### config.mk
export PLATFORM = sky130hd
export DESIGN_NAME = lut_frac_chain
export DESIGN_NICKNAME = d
export VERILOG_FILES = /design/src/rtl/lut_frac_pkg.sv /design/src/rtl/lut_frac_cell.sv /design/src/rtl/lut_frac_chain.sv
export SDC_FILE = /design/constraint.sdc
export NUM_CORES = 1
export LEC_CHECK = 0
export ABC_AREA = 1
export CELL_PAD_IN_SITES_DETAIL_PLACEMENT = 1
export CELL_PAD_IN_SITES_GLOBAL_PLACEMENT = 2
export CORE_MARGIN = 3
export CORE_UTILIZATION = 34
export DETAILED_ROUTE_END_ITERATION = 8
export HOLD_SLACK_MARGIN = 0.03
export PLACE_DENSITY = 0.9
export SYNTH_ARGS = -nofsm -noshare
export SYNTH_HDL_FRONTEND = slang
export SYNTH_SLANG_ARGS = --single-unit
### constraint.sdc
create_clock -name cclk -period 2.45 [get_ports cclk]
set_clock_uncertainty 0.2 [all_clocks]
set_input_delay 0.49 -clock cclk [delete_from_list [all_inputs] [get_ports cclk]]
set_output_delay 0.49 -clock cclk [all_outputs]
set_load 0.05 [all_outputs]
### src/rtl/lut_frac_pkg.sv
// Shared types and size helpers for the fracturable chained LUT.
// Readback option: LUT_FRAC_READBACK_EN.
package lut_frac_pkg;

    typedef enum logic [1:0] {
        ST_IDLE   = 2'd0,
        ST_SHIFT  = 2'd1,
        ST_COMMIT = 2'd2
    } state_t;

    function automatic int mem_size_f(input int k);
        return 1 << k;
    endfunction

    function automatic int frame_f(input int k, input int l);
        return l * mem_size_f(k) + l - 1;
    endfunction

endpackage

### src/rtl/lut_frac_cell.sv
// Single K-input truth-table read mux.
// Readback option (LUT_FRAC_READBACK_EN) does not affect this cell.
module lut_frac_cell
    import lut_frac_pkg::*;
#(
    parameter int INPUTS = 4
) (
    input  logic [mem_size_f(INPUTS)-1:0] tbl,
    input  logic [INPUTS-1:0]             sel,
    output logic                          o
);

    assign o = tbl[sel];

endmodule

### src/rtl/lut_frac_chain.sv
// Fracturable LUT with chained sub-LUTs and double-buffered serial config.
// Define LUT_FRAC_READBACK_EN to preload the shadow for scan-out readback.
module lut_frac_chain
    import lut_frac_pkg::*;
#(
    parameter int INPUTS = 4,
    parameter int LUTS   = 2
) (
    input  logic                                      cclk,
    input  logic                                      rst,
    input  logic [INPUTS*LUTS-1:0]                    addr,
    output logic [LUTS-1:0]                           out,
    input  logic                                      cfg_start,
    input  logic                                      cfg_in,
    input  logic                                      cfg_valid,
    output logic                                      cfg_ready,
    output logic                                      cfg_out,
    output logic                                      cfg_done,
    input  logic                                      data_in,
    input  logic                                      write_en,
    input  logic [$clog2(LUTS*(2**INPUTS))-1:0]       write_addr,
    output logic                                      write_err
);

    localparam int MEM_SIZE = mem_size_f(INPUTS);
    localparam int FRAME    = frame_f(INPUTS, LUTS);
    localparam int TBL_BITS = LUTS * MEM_SIZE;
    localparam int AW       = $clog2(TBL_BITS);
    localparam int CW       = $clog2(FRAME + 1);

    state_t                state_q, state_d;
    logic [CW-1:0]         cnt_q, cnt_d;
    logic [FRAME-1:0]      shadow_q, shadow_d;
    logic [TBL_BITS-1:0]   tbl_q, tbl_d;
    logic [LUTS-2:0]       chain_q, chain_d;
    logic                  write_err_q, write_err_d;

    logic                  accept;
    logic                  start;
    logic                  wr_in_range;
    logic                  wr_ok;

    always_ff @(posedge cclk) begin
        if (rst) begin
            state_q     <= ST_IDLE;
            cnt_q       <= '0;
            shadow_q    <= '0;
            tbl_q       <= '0;
            chain_q     <= '0;
            write_err_q <= 1'b0;
        end else begin
            state_q     <= state_d;
            cnt_q       <= cnt_d;
            shadow_q    <= shadow_d;
            tbl_q       <= tbl_d;
            chain_q     <= chain_d;
            write_err_q <= write_err_d;
        end
    end

    always_comb begin
        state_d = state_q;
        unique case (state_q)
            ST_IDLE:   if (cfg_start) state_d = ST_SHIFT;
            ST_SHIFT:  if (accept && cnt_q == CW'(FRAME - 1)) state_d = ST_COMMIT;
            ST_COMMIT: state_d = ST_IDLE;
            default:   state_d = ST_IDLE;
        endcase
    end

    always_comb begin
        cfg_ready = (state_q == ST_SHIFT);
        cfg_done  = (state_q == ST_COMMIT);
`ifdef LUT_FRAC_READBACK_EN
        cfg_out   = shadow_q[FRAME-1];
`else
        cfg_out   = 1'b0;
`endif
        write_err = write_err_q;
    end

    assign accept      = cfg_valid && cfg_ready;
    assign start       = (state_q == ST_IDLE) && cfg_start;
    assign wr_in_range = {1'b0, write_addr} < (AW + 1)'(TBL_BITS);
    assign wr_ok       = write_en && wr_in_range && (state_q == ST_IDLE);

    always_comb begin
        cnt_d       = cnt_q;
        shadow_d    = shadow_q;
        tbl_d       = tbl_q;
        chain_d     = chain_q;
        write_err_d = write_en && !wr_ok;
        if (start) begin
            cnt_d = '0;
`ifdef LUT_FRAC_READBACK_EN
            shadow_d = {chain_q, tbl_q};
`endif
        end else if (accept) begin
            cnt_d    = cnt_q + 1'b1;
            shadow_d = {shadow_q[FRAME-2:0], cfg_in};
        end
        // Active state only moves on commit or an IDLE single-bit write.
        if (state_q == ST_COMMIT) begin
            {chain_d, tbl_d} = shadow_q;
        end else if (wr_ok) begin
            tbl_d[write_addr] = data_in;
        end
    end

    for (genvar j = 0; j < LUTS; j++) begin : g_lut
        logic msb;
        logic o;
        if (j == LUTS - 1) begin : g_top
            assign msb = addr[j*INPUTS+INPUTS-1];
        end else begin : g_chn
            assign msb = chain_q[j] ? g_lut[j+1].o : addr[j*INPUTS+INPUTS-1];
        end
        lut_frac_cell #(
            .INPUTS (INPUTS)
        ) u_cell (
            .tbl (tbl_q[j*MEM_SIZE +: MEM_SIZE]),
            .sel ({msb, addr[j*INPUTS +: INPUTS-1]}),
            .o   (o)
        );
        assign out[j] = o;
    end

endmodule

## Word level (Yosys, flattened, before mapping)

Index checks and enable logic that the tools add are counted.

| cells by class | value |
|---|---|
| multiply operators | 0 |
| bitwise operators | 1 |
| mux-type cells | 13 |
| equality and inequality tests | 5 |
| divide/modulo/power cells | 0 |
| reduce and logical (&&, ||, !) cells | 12 |
| add/subtract/negate cells | 1 |
| order comparisons | 4 |
| shift operators | 0 |

Operators by type and width:

| operator | number |
|---|---|
| $mux W32 | 2 |
| $bwmux W32 | 1 |
| $lt A4 B5 Y1 const B | 2 |
| $bmux W1 S4 | 2 |
| $add A6 B1 Y6 const B | 1 |
| $eq A6 B6 Y1 const B | 1 |
| $logic_and A1 B1 Y1 | 6 |
| $lt A5 B6 Y1 const B | 1 |
| $demux W1 S5 | 1 |
| $ge A5 B1 Y1 const B | 1 |
| $mux W1 | 4 |
| $mux W2 | 2 |
| $pmux W2 S2 | 1 |
| $reduce_and A2 Y1 | 2 |
| $eq A2 B1 Y1 const B | 1 |
| $eq A2 B2 Y1 const B | 1 |
| $logic_not A2 Y1 | 1 |
| $ne A2 B1 Y1 const B | 1 |
| $ne A2 B2 Y1 const B | 1 |
| $reduce_bool A2 Y1 | 1 |
| $reduce_or A2 Y1 | 1 |
| $logic_not A1 Y1 | 1 |
| $not A1 Y1 | 1 |

| word-level totals | value |
|---|---|
| bits in latches | 0 |
| ROM bits | 0 |
| word-level logic and storage cells | 42 |
| bits in registers | 75 |
| bits of input ports | 20 |
| memories kept | 0 |
| memory bits (writable) | 0 |

## Depth between registers and ports, before layout

Gate-level depths: netlist of the first run.

| logic depth | value |
|---|---|
| depth in word-level cells | 7 |
| gate-level depth with buffers | 11 |

## Cells and area by module

From an unflattened synthesis of the first run, not the netlist that was laid out.

| second synthesis, totals | value |
|---|---|
| cells, all modules | 632 |
| area, all modules | 4,075.2 sq um |

By module, submodules not included:

| module | cells an instance | sequential area each (sq um) | area an instance (sq um) | times used |
|---|---|---|---|---|
| lut_frac_chain | 532 | 1,501.4 | 3,614.7 | 1 |
| lut_frac_cell | 50 | 0.0 | 230.2 | 2 |

## Worst setup path before layout of the first run

OpenSTA, ideal clock, no wires.

| path | value |
|---|---|
| kind | input port to output port |
| from | in addr[0] |
| to | out out[0] |
| path buffers | 2 |
| path slack | 0.266 ns |
| cell stages on the path | 9 |
| arrival | 1.494 ns |
| cells stage by stage | clkbuf_1 inv_1 nand2_1 nand2_1 o211ai_1 nand2_1 nand3_1 nand2_1 buf_4 |

| between the ends | value |
|---|---|
| longest elaborated chain between the ends | 2 |

RTL lines:

| item | line | source |
|---|---|---|
| from (decl) | lut_frac_chain.sv:11 | `input logic [INPUTS*LUTS-1:0] addr,` |
| $bmux W1 S4 | lut_frac_cell.sv:13 | `assign o = tbl[sel];` |
| $mux W1 (not written as such) | lut_frac_cell.sv:13 |  |
| to (decl) | lut_frac_chain.sv:12 | `output logic [LUTS-1:0] out,` |

Every way passes these cells. The select of a mux whose other input is x is not followed.

## Worst setup path after layout of the first run

| path | value |
|---|---|
| from | in addr[5] |
| to | out out[0] |

| between the ends | value |
|---|---|
| longest elaborated chain between the ends | 5 |

RTL lines:

| item | line | source |
|---|---|---|
| $bmux W1 S4 | lut_frac_cell.sv:13 |  |
| $mux W1 (not written as such) | lut_frac_cell.sv:13 |  |
| $mux W1 | lut_frac_chain.sv:116 | `assign msb = chain_q[j] ? g_lut[j+1].o : addr[j*INPUTS+INPUTS-1];` |
| $bmux W1 S4 | lut_frac_cell.sv:13 |  |
| $mux W1 (not written as such) | lut_frac_cell.sv:13 |  |

Every way passes these cells. The select of a mux whose other input is x is not followed.

==> impl_results.md, run 1 <==
* Status: finished clean
* Start point of the worst min-delay path: cnt_q[5]$_SDFFE_PP0P_
* Number of distinct standard cells referenced by the synthesized netlist at 30
* Count of endpoints failing hold in the final timing report at 0
* Maximum achievable frequency at ~430 MHz
* Area inside the core boundary at around 11000 sq um
* Power per Cell Area at 662 nW/um^2
* Worst-skew pair later-pin latency at 330 ps
* Design area at 4630 sq um
* Slew of the pin with the lowest slew margin at a little under 700 ps
* Slew HR at 0.540
* Final net count at roughly 560
* Global router's overall resource usage at 0.176
* Total CTS buffers at 9
* Overall routed net length at 10.6 mm
* First drt pass iteration count at 4
* Final worst path period share at 0.949
* Bufs on Longest Clock Path at 2
* Length in cells of the worst reg-to-reg path at 7
* Top cells by area, synth: sky130_fd_sc_hd__dfxtp_1, sky130_fd_sc_hd__a211oi_1, sky130_fd_sc_hd__nor2_1
* Number of violations of the max-capacitance limit at 0
* Routed vias at 3518
* Logic depth of the worst setup path including buffers at 10
* Post-synthesis instance area at between 3000 and 4000 sq um
* Initial standard-cell utilization of the core at 0.352
* FF-to-FF Start: state_q[1]$_SDFFE_PP0P_
* Synthesized net count at 542
* Data required time of the worst path at 1760 ps
* CTS tree: built
* CTS hold repair buffers at 0
* Via count of the first global-routing pass at approximately 3600
* Min-Delay Path Depth at 2
* Reg2reg end: shadow_q[22]$_SDFFE_PP0P_
* Buffering stage count on the worst path with inverters included at 3
* Setup repair after global routing missed its margin: false
* Pin count of the biggest net entering global routing at 70
* Sequential cell area fraction in the yosys report at 0.390
* Master of the slowest instance on the critical path: sky130_fd_sc_hd__dlygate4sd2_1
* Number of diodes added for antenna fixing at 0
* Syn Inst Count at 520
* Largest delay contributor family on the critical path: simple AND/OR/NAND/NOR gates
* Sink of the worst hold path: cnt_q[5]$_SDFFE_PP0P_
* Most numerous cell on the critical path: sky130_fd_sc_hd__nand3_1
* Share of post-route cells with drive strength above 1 at 0.151
* Post-synthesis average cell area at 7.41 sq um
* Crit start category: primary input
* Cells traversed along the worst timing path: dlygate4sd2_1 -> inv_2 -> nand3_1 -> nand3_1 -> nand3_1 -> nand2_1 -> nand2_1 -> nand3_1 -> nand2_1 -> buf_12
* Setup violators final at 0
* Die Y-Extent at 112 um
* Hold/Removal Path Class: register to register
* Total power at roughly 3 mW
* IR Drop Worst-Case VDD at 0.287 mV
* Root buffer cell: sky130_fd_sc_hd__clkbuf_16
* Overflow left after global routing at 0
* DRC violation count after routing at 0
* Start-to-end type of the worst setup path: primary input to primary output
* Top-Level Pins at 26
* Number of antenna violations at the first check in global routing at 0
* Leak at 1.74 nW
* Row Count at 38
* Post-synth top area cell: sky130_fd_sc_hd__dfxtp_1
* Initial drt markers at 138
* Area Growth Syn to Fin at 20.3%
* Area share of the largest cell type after synthesis at 0.390
* Top library cells by usage in the layout, fill and taps aside: sky130_fd_sc_hd__nor2_1, sky130_fd_sc_hd__dfxtp_1, sky130_fd_sc_hd__inv_1
* First-pass GRT wire length at 18.2 mm
* Area of combinational cells with multiple inputs at 1920 sq um
* Flops & latches, synth at 75
* Number of buffer cells added on primary ports at 24
* Flip-flop and latch area at roughly 1500 sq um
* Clock input transition at the sequential cells of the worst setup and hold paths at 50 ps
* Horizontal die dimension at 112 um
* Number of filler instances in the final layout at approximately 1400
* GPL Wtd Cong at 0.747
* Max Slew Vio Count at 0
* H-tree Lvls at 3
* Arrival time worst endpoint at roughly 1600 ps
* Via-to-Cell Ratio at just over 5
* Final critical-path required period at between 2000 and 2500 ps
* Reg2Reg Setup Slack at 600 ps
* Detailed-route wire length per cell at 15.5 um
* Endpoint class of the critical path: primary output
* Total half-perimeter wirelength after legalization and detailed placement at 7.28 mm
* Maximum cell stage delay along the critical path at 280 ps
* Top fanout value on the critical path at 4
* Area of the die at 12600 sq um
* Yosys Warn Count at 0
* Count of clock tree sinks at 75
* ANT nets after route at 0
* Instance area after placement at ~4300 sq um
## logic make-up (layout without fill, tap and decap cells)
family | after synthesis | count (layout) | share of synthesized area
AO/OA/AOI/OAI | 120 | 120 | 0.211
adder cells (fa/ha/maj) | 2 | 2 | 0.00650
buffers and inverters | 107 | 130 | 0.113
flip-flops | 75 | 75 | 0.390
other | 1 | 1 | 0.000974
AND/OR/NAND/NOR | 215 | 215 | 0.278
## worst register-to-register path, cell delays in order, from the launching register on
cell	delay, ps
sky130_fd_sc_hd__dfxtp_1	340
sky130_fd_sc_hd__inv_2	60
sky130_fd_sc_hd__nand2_1	120
sky130_fd_sc_hd__nor2_2	60
sky130_fd_sc_hd__inv_2	50
sky130_fd_sc_hd__buf_4	560
sky130_fd_sc_hd__nor2_1	130
sky130_fd_sc_hd__a211oi_1	240
## registers in the layout, summed over array words and instances (netlist names)
signal	cells
tbl_q	32
state_q	2
chain_q	1
cnt_q	6
write_err	1
shadow_q	33
## power breakdown
part	total (mW)	internal (mW)	switching (mW)
registers	1.28	1.26	0.0224
logic	0.333	0.124	0.209
clock network	1.45	0.941	0.506
## metal layers
metal	up-vias	track usage	share of wire
met3	16	0.0356	0.029
met1	1686	0.252	0.51
met4	0	0.0505	0.016
li1	1776	-	-
met2	40	0.270	0.44
met5	-	0	0
## repair_timing
action	CTS	global route
setup endpoints to repair	2	1
gates cloned	0	0
setup buffers	0	0
resized for setup	9	3
pin swaps	2	0
## synth_stat cells
master / count
sky130_fd_sc_hd__dfxtp_1: 75
sky130_fd_sc_hd__nor2_1: 75
sky130_fd_sc_hd__inv_1: 62
sky130_fd_sc_hd__nand2_1: 55
sky130_fd_sc_hd__a21oi_1: 50
sky130_fd_sc_hd__a211oi_1: 44
sky130_fd_sc_hd__nor3_1: 33
sky130_fd_sc_hd__nand3_1: 24
sky130_fd_sc_hd__clkbuf_1: 23
sky130_fd_sc_hd__o31a_1: 10
sky130_fd_sc_hd__buf_2: 9
sky130_fd_sc_hd__nor3_2: 9
sky130_fd_sc_hd__a211oi_2: 7
sky130_fd_sc_hd__inv_2: 6
sky130_fd_sc_hd__nor3_4: 6
sky130_fd_sc_hd__nor3b_2: 4
sky130_fd_sc_hd__o211ai_1: 4
sky130_fd_sc_hd__o21ai_1: 4
sky130_fd_sc_hd__buf_4: 3
sky130_fd_sc_hd__nor2_2: 3
sky130_fd_sc_hd__ha_1: 2
sky130_fd_sc_hd__inv_4: 2
sky130_fd_sc_hd__nand4_1: 2
sky130_fd_sc_hd__nor3b_1: 2
sky130_fd_sc_hd__buf_6: 1
sky130_fd_sc_hd__clkinv_1: 1
sky130_fd_sc_hd__conb_1: 1
sky130_fd_sc_hd__nand3b_1: 1
sky130_fd_sc_hd__o21a_1: 1
sky130_fd_sc_hd__or2_2: 1
## worst max path at each step
stage	from	end	slack, ps
floorplan	addr[0]	out[0]	270
global placement	addr[4]	out[0]	-190
detailed placement	addr[4]	out[0]	-260
CTS	addr[4]	out[0]	10
global route	addr[5]	out[0]	40
finish	addr[5]	out[0]	120
## cell type report
type	count	area share
Multi-Input combinational cell	338	0.414
Sequential cell	75	0.324
Inverter	71	0.0586
Clock buffer	11	0.0546
Timing Repair Buffer	44	0.0948
Clock inverter	4	0.0159
Tap cell	140	0.0378
## per-stage QoR
step,utilization,TNS (ps),instances,hold slack [ps],worst slack [ps]
2_1_floorplan,-,0,520,238,266
5_1_grt,0.424,0,683,308,36.9
3_5_place_dp,0.394,-408,668,265,-261
3_3_place_gp,0.394,-263,668,250,-190
6_report,0.424,0,683,268,125
4_1_cts,0.424,0,683,274,10.5
(Power assumes the default switching activity.)
==> inputs of run 2 (changes only) <==
CAP_MARGIN = 20   (was default)
==> results of run 2 <==
The final DEF is identical to that of run 1; final timing and power are the same.
